===== src/rtl/ex_lsu_wbck_pkg.sv =====
// Shared widths and access-size encodings for the LSU write-back stage.
// Latency: n/a (declarations only).
// Backpressure: n/a.
package ex_lsu_wbck_pkg;

  localparam int E203_XLEN       = 32;
  localparam int E203_ADDR_SIZE  = 32;
  localparam int E203_ITAG_WIDTH = 1;

  // Access size encodings carried on i_rsp_size.
  localparam logic [1:0] LSU_SZ_B = 2'd0;
  localparam logic [1:0] LSU_SZ_H = 2'd1;
  localparam logic [1:0] LSU_SZ_W = 2'd2;

endpackage : ex_lsu_wbck_pkg


===== src/rtl/ex_lsu_wbck_fifo.sv =====
// Generic DP x DW register FIFO, valid/ready on both sides, head entry driven from a register.
// Latency: 1 cycle from push to o_pop_vld when empty.
// Backpressure: o_push_rdy = ~full only; a pop in the same cycle does not free a slot early.
//
// Ports:
//   clk, rst_n                   clock, async active-low reset (clears all entries to 0)
//   i_push_vld/o_push_rdy/_dat   write side
//   o_pop_vld/i_pop_rdy/_dat     read side (data is the head register)
//   o_cnt                        occupied entries
module ex_lsu_wbck_fifo #(
  parameter int DP = 2,
  parameter int DW = 8
) (
  input  logic                   clk,
  input  logic                   rst_n,
  input  logic                   i_push_vld,
  output logic                   o_push_rdy,
  input  logic [DW-1:0]          i_push_dat,
  output logic                   o_pop_vld,
  input  logic                   i_pop_rdy,
  output logic [DW-1:0]          o_pop_dat,
  output logic [$clog2(DP):0]    o_cnt
);

  localparam int PW = (DP > 1) ? $clog2(DP) : 1;
  localparam int CW = $clog2(DP) + 1;

  logic [DW-1:0] r_mem [DP];
  logic [PW-1:0] r_wptr;
  logic [PW-1:0] r_rptr;
  logic [CW-1:0] r_cnt;

  logic w_full;
  logic w_empty;
  logic w_push;
  logic w_pop;

  // Explicit wrap so non-power-of-2 depths (and DP=1) stay in range.
  function automatic logic [PW-1:0] ptr_inc(input logic [PW-1:0] p);
    return (p == PW'(DP - 1)) ? '0 : p + PW'(1);
  endfunction

  assign w_full  = (r_cnt == CW'(DP));
  assign w_empty = (r_cnt == '0);
  assign w_push  = i_push_vld & ~w_full;
  assign w_pop   = ~w_empty & i_pop_rdy;

  assign o_push_rdy = ~w_full;
  assign o_pop_vld  = ~w_empty;
  assign o_pop_dat  = r_mem[r_rptr];
  assign o_cnt      = r_cnt;

  always_ff @(posedge clk or negedge rst_n) begin
    if (!rst_n) begin
      for (int i = 0; i < DP; i++) begin
        r_mem[i] <= '0;
      end
      r_wptr <= '0;
      r_rptr <= '0;
      r_cnt  <= '0;
    end else begin
      if (w_push) begin
        r_mem[r_wptr] <= i_push_dat;
        r_wptr        <= ptr_inc(r_wptr);
      end
      if (w_pop) begin
        r_rptr <= ptr_inc(r_rptr);
      end
      case ({w_push, w_pop})
        2'b10:   r_cnt <= r_cnt + CW'(1);
        2'b01:   r_cnt <= r_cnt - CW'(1);
        default: r_cnt <= r_cnt;
      endcase
    end
  end

endmodule : ex_lsu_wbck_fifo


===== src/rtl/ex_lsu_wbck.sv =====
// LSU response stage: AGU responses pass straight through, others are formatted and buffered for write-back/commit.
// Latency: AGU path combinational; LSU path 1 cycle from accepted response to lsu_o_valid.
// Backpressure: AGU path ready = agu_rsp_ready; LSU path ready = ~buffer full (independent of lsu_o_ready).
//
// Ports:
//   clk, rst_n             clock, async active-low reset
//   i_rsp_*                merged ICB response plus split-FIFO user fields
//   agu_rsp_*              raw response back to the AGU (misaligned / AMO sequences)
//   lsu_o_*                write-back value and commit error info, from the buffer head
//   wbck_buf_cnt           occupied write-back buffer entries
module ex_lsu_wbck
  import ex_lsu_wbck_pkg::*;
#(
  parameter int XLEN   = E203_XLEN,
  parameter int AW     = E203_ADDR_SIZE,
  parameter int ITAG_W = E203_ITAG_WIDTH,
  parameter int DP     = 2
) (
  input  logic                  clk,
  input  logic                  rst_n,
  input  logic                  i_rsp_valid,
  output logic                  i_rsp_ready,
  input  logic                  i_rsp_err,
  input  logic                  i_rsp_excl_ok,
  input  logic [XLEN-1:0]       i_rsp_rdata,
  input  logic                  i_rsp_back2agu,
  input  logic                  i_rsp_usign,
  input  logic                  i_rsp_read,
  input  logic [1:0]            i_rsp_size,
  input  logic [ITAG_W-1:0]     i_rsp_itag,
  input  logic [AW-1:0]         i_rsp_addr,
  input  logic                  i_rsp_excl,
  output logic                  agu_rsp_valid,
  input  logic                  agu_rsp_ready,
  output logic                  agu_rsp_err,
  output logic                  agu_rsp_excl_ok,
  output logic [XLEN-1:0]       agu_rsp_rdata,
  output logic                  lsu_o_valid,
  input  logic                  lsu_o_ready,
  output logic [XLEN-1:0]       lsu_o_wbck_wdat,
  output logic [ITAG_W-1:0]     lsu_o_wbck_itag,
  output logic                  lsu_o_wbck_err,
  output logic                  lsu_o_cmt_ld,
  output logic                  lsu_o_cmt_st,
  output logic                  lsu_o_cmt_buserr,
  output logic [AW-1:0]         lsu_o_cmt_badaddr,
  output logic [$clog2(DP):0]   wbck_buf_cnt
);

  typedef struct packed {
    logic [XLEN-1:0]   wdat;
    logic [ITAG_W-1:0] itag;
    logic              ld;
    logic              st;
    logic              buserr;
    logic [AW-1:0]     badaddr;
  } ent_t;

  localparam int EW = $bits(ent_t);

  // Bring the addressed lane down to bit 0, then truncate and extend by size.
  // Size 3 is not a legal encoding and falls through to word.
  function automatic logic [XLEN-1:0] fmt_load(
    input logic [XLEN-1:0] rdata,
    input logic [1:0]      ofs,
    input logic [1:0]      size,
    input logic            usign
  );
    logic [XLEN-1:0] sh;
    sh = rdata >> {ofs, 3'b000};
    case (size)
      LSU_SZ_B: return {{(XLEN-8){~usign & sh[7]}}, sh[7:0]};
      LSU_SZ_H: return {{(XLEN-16){~usign & sh[15]}}, sh[15:0]};
      default:  return sh;
    endcase
  endfunction

  logic       w_agu_sel;
  logic       w_push_vld;
  logic       w_push_rdy;
  ent_t       w_push_ent;
  logic [EW-1:0] w_pop_dat;
  ent_t       w_head;

  assign w_agu_sel = i_rsp_valid & i_rsp_back2agu;

  // AGU path: raw data, gated so it reads 0 whenever it is not an AGU response.
  assign agu_rsp_valid   = w_agu_sel;
  assign agu_rsp_err     = w_agu_sel & i_rsp_err;
  assign agu_rsp_excl_ok = w_agu_sel & i_rsp_excl_ok;
  assign agu_rsp_rdata   = w_agu_sel ? i_rsp_rdata : '0;

  assign i_rsp_ready = i_rsp_back2agu ? agu_rsp_ready : w_push_rdy;
  assign w_push_vld  = i_rsp_valid & ~i_rsp_back2agu;

  always_comb begin
    w_push_ent         = '0;
    w_push_ent.itag    = i_rsp_itag;
    if (i_rsp_err) begin
      // Faulting access: no rd value, report the address to commit.
      w_push_ent.buserr  = 1'b1;
      w_push_ent.badaddr = i_rsp_addr;
      w_push_ent.ld      = i_rsp_read;
      w_push_ent.st      = ~i_rsp_read;
    end else if (i_rsp_read) begin
      w_push_ent.wdat = fmt_load(i_rsp_rdata, i_rsp_addr[1:0], i_rsp_size, i_rsp_usign);
    end else if (i_rsp_excl) begin
      // SC writes 0 to rd on success, 1 on failure.
      w_push_ent.wdat = {{(XLEN-1){1'b0}}, ~i_rsp_excl_ok};
    end
  end

  ex_lsu_wbck_fifo #(
    .DP (DP),
    .DW (EW)
  ) u_wbck_fifo (
    .clk        (clk),
    .rst_n      (rst_n),
    .i_push_vld (w_push_vld),
    .o_push_rdy (w_push_rdy),
    .i_push_dat (w_push_ent),
    .o_pop_vld  (lsu_o_valid),
    .i_pop_rdy  (lsu_o_ready),
    .o_pop_dat  (w_pop_dat),
    .o_cnt      (wbck_buf_cnt)
  );

  assign w_head            = ent_t'(w_pop_dat);
  assign lsu_o_wbck_wdat   = w_head.wdat;
  assign lsu_o_wbck_itag   = w_head.itag;
  assign lsu_o_wbck_err    = w_head.buserr;
  assign lsu_o_cmt_ld      = w_head.ld;
  assign lsu_o_cmt_st      = w_head.st;
  assign lsu_o_cmt_buserr  = w_head.buserr;
  assign lsu_o_cmt_badaddr = w_head.badaddr;

endmodule : ex_lsu_wbck


===== config.mk =====
export PLATFORM = sky130hd
export DESIGN_NAME = ex_lsu_wbck
export DESIGN_NICKNAME = d
export VERILOG_FILES = /design/src/rtl/ex_lsu_wbck_pkg.sv /design/src/rtl/ex_lsu_wbck_fifo.sv /design/src/rtl/ex_lsu_wbck.sv
export SDC_FILE = /design/constraint.sdc
export NUM_CORES = 1
export LEC_CHECK = 0
export ABC_AREA = 1
export BUFFER_PORTS_ARGS = -buffer_cell sky130_fd_sc_hd__clkbuf_2
export CELL_PAD_IN_SITES_DETAIL_PLACEMENT = 0
export CELL_PAD_IN_SITES_GLOBAL_PLACEMENT = 1
export CORE_UTILIZATION = 38
export CTS_CLUSTER_SIZE = 28
export DETAILED_ROUTE_END_ITERATION = 12
export PLACE_DENSITY = 0.79
export SLEW_MARGIN = 20
export SYNTH_ARGS = -nofsm -noshare
export SYNTH_HDL_FRONTEND = slang
export SYNTH_SLANG_ARGS = --single-unit

===== constraint.sdc =====
create_clock -name clk -period 1.7 [get_ports clk]
set_input_delay 0.17 -clock clk [delete_from_list [all_inputs] [get_ports clk]]
set_output_delay 0.17 -clock clk [all_outputs]
set_load 0.1 [all_outputs]

Yosys cells after proc, flatten, opt, wreduce, memory -nomap -nowiden. Index checks and enable logic that the tools add are counted.

Word-level logic and storage cells: 53. Input bits: 78. Register bits: 140. Output and inout bits: 108.

Equal/unequal tests: 4. Bitwise operators: 16. Reductions and logical operators: 4. Add/sub/neg operators: 4. Shift-type cells: 1. Order comparisons: 3. Multiplexer cells: 16.

Operators with widths (number): 68-bit 2-to-1 mux (4); 136-bit bitwise mux (1); 32-bit 2-to-1 mux (3); 68-bit demux with 1-bit select (1); 32-bit one-hot mux with 2 select lines (1); 35-bit 2-to-1 mux (1); 32-bit by 5-bit >> shifter with 32-bit output (1); 1-bit AND (8); 1-bit inverter (6); 2-bit by 1-bit equality test with 1-bit output (second input constant) (2); 2-bit equality test (second input constant) (2); 2-bit >= comparator (second input constant) (2); 2-bit zero test (2); 1-bit 2-to-1 mux (4); 1-bit inverter with 2-bit output (2); 2-bit one-hot mux with 2 select lines (1); 1-bit adder (second input constant) (2); 2-bit by 1-bit adder with 2-bit output (second input constant) (1); 2-bit by 1-bit less-than comparator with 1-bit output (second input constant) (1); 2-bit nonzero test (1); 2-bit by 1-bit subtractor with 2-bit output (second input constant) (1); 1-bit logical AND (1).

Longest topological paths before layout. Gate-level depths: netlist of run 1.

Depth in word-level cells: 6. Depth in mapped cells: 9. Depth with buffers taken out: 8.

By module. From an unflattened synthesis of run 1, not the netlist that was laid out.

Cell total of the unflattened synthesis: 1194. Area total of the unflattened synthesis: 8195.4 µm².

Modules (own cells, without submodules): ex_lsu_wbck_fifo (cells each 852, times used 1, area an instance 6668.9 µm²); ex_lsu_wbck (cells each 342, times used 1, area an instance 1526.5 µm²).

Worst setup path after synthesis of run 1. OpenSTA, ideal clock, no wires.

Kind: register to output. Start: reg u_wbck_fifo.r_rptr. End: out lsu_o_wbck_err. Cell stages (with the launch flop): 5. Arrival: 3.410 ns. Path buffers: 3. Slack: -1.880 ns. Cells stage by stage: dfrtp_1 > clkbuf_1 > buf_2 > o21ai_0 > buf_4.

Longest elaborated chain between the ends: 4.

Ends and longest elaborated chain: start: declaration (RTL line ex_lsu_wbck_fifo.sv:30) `logic [PW-1:0] r_rptr;`; start signal: assignment (RTL line ex_lsu_wbck_fifo.sv:67) `r_rptr <= ptr_inc(r_rptr);`; 1-bit inverter with 2-bit output (not written as such) (RTL line ex_lsu_wbck_fifo.sv:50) `assign o_pop_dat = r_mem[r_rptr];`; 68-bit 2-to-1 mux (not written as such) (3 in a row) (RTL line ex_lsu_wbck_fifo.sv:50); end: declaration (RTL line ex_lsu_wbck.sv:42) `output logic lsu_o_wbck_err,`.

No other way between the ends. The select of a mux whose other input is x is not followed.

Worst setup path after layout of run 1.
Start: reg u_wbck_fifo.r_rptr. End: out lsu_o_wbck_wdat[0].

Longest elaborated chain between the ends: 4.

Ends and longest elaborated chain: 1-bit inverter with 2-bit output (not written as such) (RTL line ex_lsu_wbck_fifo.sv:50); 68-bit 2-to-1 mux (not written as such) (3 in a row) (RTL line ex_lsu_wbck_fifo.sv:50); end: declaration (RTL line ex_lsu_wbck.sv:40) `output logic [XLEN-1:0] lsu_o_wbck_wdat,`.

No other way between the ends. The select of a mux whose other input is x is not followed.

==> results.ini, run 1 <==
[timing]
setup-tns-final_ns = -7.37
slew_headroom = 0.551
finalWorstSetupSlack_ns = -0.163
max_freq_ghz = 0.537
holdWs_ns = 0.0166
min_period_ns = 1.86
fin_skew_ns = 0.00882
rsz0062_at_grt = yes
slew_viol_final = 0
hold_viol_final = 0
setup_violations = 64
min_period_over_period = 1.10
worst_slew_pin_slew_ns = 0.673

[global_routing]
grt_start_max_net_pins = 53
grt_antenna_before_repair = 0
grt_pass1_vias = 6744
grt_pass1_wl_um = 35200
grt.total_usage = 0.227
gr-total-overflow = 0

[setup_path]
crit_family = buffers and inverters
end_kind = output port
cp_num_buf_inv = 4
criticalPathCategory = register to output port
slowest_delay_ns = 0.48
critPathRequiredTime_ns = 1.53
rr_worst_depth = 6
critical_path.startpoint_type = register
crit_chain = buf_4 -> inv_8 -> buf_12 -> nand2_1 -> nand2_2 -> buf_12
cp_slowest_cell = dfrtp_4
cp_max_fo = 8
worst-path-stages = 6
cpMostUsedCell = buf_12
arrival_ns = 1.69

[synthesis]
async_flop_share = 1.00
syn_nets = 1089
synth_edf_count = 0
synth.top_cell.area_share = 0.480
ys.flop_type = dfrtp_1
synth_area_per_cell_um2 = 7.23
synth_cell_types = 23
yosysTopAreaCell = dfrtp_1
synthCells = 1010
yosys_warnings = 0
ys_seq_area_frac = 0.480
ys_seq_elements = 140
syn_area_um2 = 7300
synth_area_leaders = dfrtp_1, nand2_1, nand3_1

[min_path]
hp-class = input pin to register
whs_path_depth = 3

[route]
dr_total_vias = 7141
routed_wl_um = 22000
met3_length_um = 1030
routed.top_layer = met4
wl_per_cell_um = 15.3
drt_iter0_markers = 467
wl_met1_um = 9870
met2WireLength_um = 10900
drc = 0
drtPass1Iterations = 5
drtAntennaViolNets = 0
via_per_inst = 4.97

[placed_design]
dp.cells = 1391
hpwlAfterDp_um = 15000
numPortBuffers = 185
routabilityCongestion = 0.918
postPlaceCellArea_um2 = 10200
pre_cts_ws_ns = 0.0625

[floorplan]
start_util = 0.389
core_um2 = 18800
dieArea_um2 = 19800
ios = 186
rows = 50
die_h_um = 141
die_x_um = 141

[cells_and_area]
fin_nets = 1269
drive_gt1_frac = 0.330
final_core_util = 0.596
fill_cells = 1711
antenna_cells_inserted = 0
final_area_um2 = 11200
instances_no_fill = 1436
area_delta_synth_final_pct = 53.3

[run]
maxCapViolCount = 0

[cts]
cts_inserted_buffers = 17
htree_levels = 4
clkLatencyLatePin_ns = 0.42
cts_buffer_depth = 2
cts_tree = done
cts_sinks = 140
path_clk_slew_ns = 0.06
root_buffer = clkbuf_16

[power]
p_leak_nw = 5.51
finalPower_mw = 25.9
power_density_nw_per_um2 = 2320
peakVddDrop_mv = 0.958

[status]
outcome = finished, violations left
failed_checks = negative setup slack

-- path summary, 6_finish.rpt --
kind,startpoint,to,slack (ns)
max,u_wbck_fifo.r_rptr,lsu_o_wbck_wdat[0],-0.16
min,i_rsp_addr[7],u_wbck_fifo.r_mem[7],0.02
max reg2reg,u_wbck_fifo.o_cnt[1],u_wbck_fifo.r_mem[49],0.12
min reg2reg,u_wbck_fifo.r_mem[125],u_wbck_fifo.r_mem[125],0.48
max in group asynchronous,rst_n,u_wbck_fifo.r_mem[2],0.89
min in group asynchronous,rst_n,u_wbck_fifo.r_mem[87],0.15
-- kinds of logic after synthesis --
logic type | Yosys count | share of synthesized area
AND/OR/NAND/NOR | 544 | 0.305
AO/OA/AOI/OAI | 165 | 0.116
buffers and inverters | 157 | 0.0937
flip-flops | 140 | 0.480
XOR/XNOR | 3 | 0.00360
adder cells (fa/ha/maj) | 1 | 0.00171
-- sequential cells by signal (all words and copies together) (netlist names) --
| signal | flops |
|---|---|
| u_wbck_fifo.o_cnt | 2 |
| u_wbck_fifo.r_rptr | 1 |
| u_wbck_fifo.r_wptr | 1 |
| u_wbck_fifo.r_mem | 136 |
-- where the power goes --
part	total, mW	switching, mW	internal [mW]
Clock	3.79	1.36	2.43
Sequential	5.41	0.723	4.69
Combinational	16.7	11.1	5.64
Total	25.9	13.2	12.8
-- placed cells by master, fill, tap and decap left out, drive strengths merged --
cell	Yosys	final
clkbuf	35	104
xnor2	1	1
nor2	40	40
clkinvlp	0	1
clkinv	0	8
o21ai	134	134
dlygate4sd3	0	4
ha	1	1
xor2	2	2
nand2	410	410
buf	35	141
o211ai	7	7
dfrtp	140	140
a21oi	24	24
inv	87	87
bufinv	0	4
nand3	94	94
-- tightest hold or removal path, stage by stage --
cell      delay [ns]
clkbuf_2        0.08
nand2_1         0.07
o21ai_1         0.07
-- cells in the mapped netlist, types with 4 or more instances --
cell type,number
o21ai_0,84
nand2_1,408
o21ai_1,49
inv_2,5
buf_4,4
clkbuf_1,35
nor2_1,36
dfrtp_1,140
a21oi_1,24
buf_2,22
buf_6,7
inv_1,82
nand3_1,91
o211ai_1,7
-- what timing repair did --
item / CTS / global route
gates resized for setup: 15 / 23
cloned: 1 / 6
hold endpoints to repair: 144 / 0
hold buffers: 4 / 0
pin swaps: 3 / 11
endpoints found under the setup margin: 69 / 100
setup buffers: 1 / 3
-- layer usage --
metal / GRT usage / up-vias
li1: - / 3547
met1: 0.302 / 3367
met2: 0.381 / 209
met3: 0.0404 / 18
met4: 0.0584 / 0
met5: 0 / -
-- cell type report --
cell class	count	area, µm²	area share
clock buffers	18	429	0.0383
clock inverters	13	175	0.0157
multi-input cells	713	3760	0.336
inverters	87	342	0.0305
flip-flops and latches	140	3510	0.314
repair buffers	231	2680	0.239
well taps	234	293	0.0262
No activity file was read; power rests on OpenSTA's default activity.
==> run 2, diff against run 1 <==
--- a/config.mk
+++ b/config.mk
@@ -9,10 +9,12 @@
 export BUFFER_PORTS_ARGS = -buffer_cell sky130_fd_sc_hd__clkbuf_2
 export CELL_PAD_IN_SITES_DETAIL_PLACEMENT = 0
 export CELL_PAD_IN_SITES_GLOBAL_PLACEMENT = 1
-export CORE_UTILIZATION = 38
+export CORE_UTILIZATION = 34
 export CTS_CLUSTER_SIZE = 28
 export DETAILED_ROUTE_END_ITERATION = 12
-export PLACE_DENSITY = 0.79
+export PLACE_DENSITY = 0.75
+export REMOVE_ABC_BUFFERS = 1
+export SKIP_CTS_REPAIR_TIMING = 1
 export SLEW_MARGIN = 20
 export SYNTH_ARGS = -nofsm -noshare
 export SYNTH_HDL_FRONTEND = slang
==> constraint.sdc (replaced) <==
create_clock -name clk -period 1.5 [get_ports clk]
set_input_delay 0.15 -clock clk [delete_from_list [all_inputs] [get_ports clk]]
set_output_delay 0.15 -clock clk [all_outputs]
set_load 0.1 [all_outputs]
==> run 2 against run 1 <==
Effect of this change:
- the run ends with negative hold slack, negative setup slack left
- die area rose by 12%
- via count fell by 0.34%
- sequential share of layout area fell by 0.55 points
- clock power rose by 30%
- hold slack got worse by 0.034 ns
- critical path type unchanged
- cell count rose by 4.5%
- combinational power rose by 7%
==> results.ini, run 2 (synthesis gave the netlist of run 1 again) <==
[global_routing]
grt_pass1_vias = 6951
grt.total_usage = 0.211
grt_start_max_net_pins = 56
gr-total-overflow = 0
grt_antenna_before_repair = 0
grt_pass1_wl_um = 36200

[timing]
min_period_over_period = 1.20
holdWs_ns = -0.0178
setup_violations = 69
max_freq_ghz = 0.557
min_period_ns = 1.80
finalWorstSetupSlack_ns = -0.296
worst_slew_pin_slew_ns = 0.544
hold_viol_final = 11
rsz0062_at_grt = yes
fin_skew_ns = 0.00589
slew_viol_final = 0
slew_headroom = 0.639

[min_path]
hp-class = input pin to register

[setup_path]
cp_max_fo = 26
criticalPathCategory = register to output port
arrival_ns = 1.65
rr_worst_depth = 8
startpoint = u_wbck_fifo.r_rptr
end_kind = output port
timing.rr.end = u_wbck_fifo.o_cnt[1]
cp-endpoint = lsu_o_wbck_wdat[11]
r2r_start = u_wbck_fifo.o_cnt[1]
critPathRequiredTime_ns = 1.35
rrSetupSlack_ns = 0.09
critical_path.startpoint_type = register

[cts]
cts_buffer_depth = 2
cts_tree = done
cts_inserted_buffers = 17
cts_sinks = 140
root_buffer = clkbuf_16
htree_levels = 4
path_clk_slew_ns = 0.06
clkLatencyLatePin_ns = 0.42

[floorplan]
rows = 53
start_util = 0.347
ios = 186
core_um2 = 21000
die_x_um = 149
die_h_um = 149
dieArea_um2 = 22100

[cells_and_area]
multi_input_area_um2 = 3250
final_cell_mix = nand2_1, dfrtp_1, buf_12
largest_reg_flops = 136
drive_gt1_frac = 0.263
final_area_um2 = 11400
fin_nets = 1293
final_common_cell = nand2_1
regMostFlops = u_wbck_fifo.r_mem
area_delta_synth_final_pct = 55.7
antenna_cells_inserted = 0
fill_cells = 1900
instances_no_fill = 1501
seqCellArea_um2 = 3510

[route]
drtAntennaViolNets = 0
drt_iter0_markers = 376
drc = 0
drtPass1Iterations = 8
wl_per_cell_um = 14.9
routed.top_layer = met4
routed_wl_um = 22400
via_per_inst = 4.74
wl_met1_um = 10100
met3_length_um = 1680
met2WireLength_um = 10300
dr_total_vias = 7117

[power]
p_leak_nw = 5.69
finalPower_mw = 28.9
power_density_nw_per_um2 = 2550
peakVddDrop_mv = 1.71

[placed_design]
postPlaceCellArea_um2 = 10500
hpwlAfterDp_um = 15900
dp.cells = 1463
numPortBuffers = 185
routabilityCongestion = 0.784

[status]
outcome = finished, violations left
failed_checks = negative hold slack, negative setup slack

[run]
maxCapViolCount = 0

-- run 2: cell count changes in the layout (fill, tap and decap cells not counted), moves of 4 or more --
cell | before | now
nand2_2 | 45 | 8
clkbuf_16 | 21 | 17
o21ai_4 | 36 | 5
o21ai_2 | 3 | 18
o21ai_1 | 50 | 66
nor2_2 | 35 | 1
nand2_1 | 363 | 402
clkbuf_2 | 82 | 77
buf_12 | 79 | 120
clkinv_2 | 6 | 2
buf_4 | 54 | 47
nor2_1 | 2 | 36
-- run 2: how the worst min path moves through the flow --
stage / from / endpoint / slack [ns] / depth (start not counted)
CTS: rst_n / u_wbck_fifo.r_mem[25] / -0.31 / 1
finish: i_rsp_addr[16] / u_wbck_fifo.r_mem[84] / -0.02 / 3
global placement: rst_n / u_wbck_fifo.r_mem[93] / 0.14 / 1
global route: i_rsp_addr[14] / u_wbck_fifo.r_mem[14] / 0.004 / 3
detailed placement: rst_n / u_wbck_fifo.r_mem[25] / 0.14 / 1
floorplan: rst_n / u_wbck_fifo.o_cnt[0] / -0.15 / 0
-- run 2: metal layers --
layer,track usage,vias up
met5,0,-
met4,0.0562,0
met3,0.0601,18
met2,0.332,238
met1,0.282,3270
li1,-,3591
-- run 2: through the flow --
stage / setup TNS [ns] / util / hold WS [ns] / worst slack, ns
after floorplan: -334.51 / - / -0.146 / -4.31
after global placement: 0 / 0.497 / 0.138 / 0.0589
after detailed placement: 0 / 0.497 / 0.142 / 0.0490
after CTS: -23.07 / 0.530 / -0.313 / -0.412
after global routing: -20.76 / 0.541 / 0.00402 / -0.366
final: -16.38 / 0.541 / -0.0178 / -0.296
-- run 2: final cells by class --
| cell class | instances | area share |
|---|---|---|
| Sequential cell | 140 | 0.309 |
| Timing Repair Buffer | 255 | 0.286 |
| Multi-Input combinational cell | 713 | 0.286 |
| Clock buffer | 20 | 0.0393 |
| Tap cell | 275 | 0.0303 |
| Inverter | 87 | 0.0288 |
| Clock inverter | 11 | 0.0211 |
-- run 2: power breakdown --
group	internal (mW)	switching (mW)	leakage, nW
logic	6.12	11.8	3.51
clock network	3.32	1.60	0.330
registers	5.29	0.815	1.86
-- run 2: critical path: stages, from the launching register on --
cell     delay (ns)
dfrtp_4        0.54
buf_12         0.20
o21ai_2        0.17
buf_4          0.14
buf_12         0.16
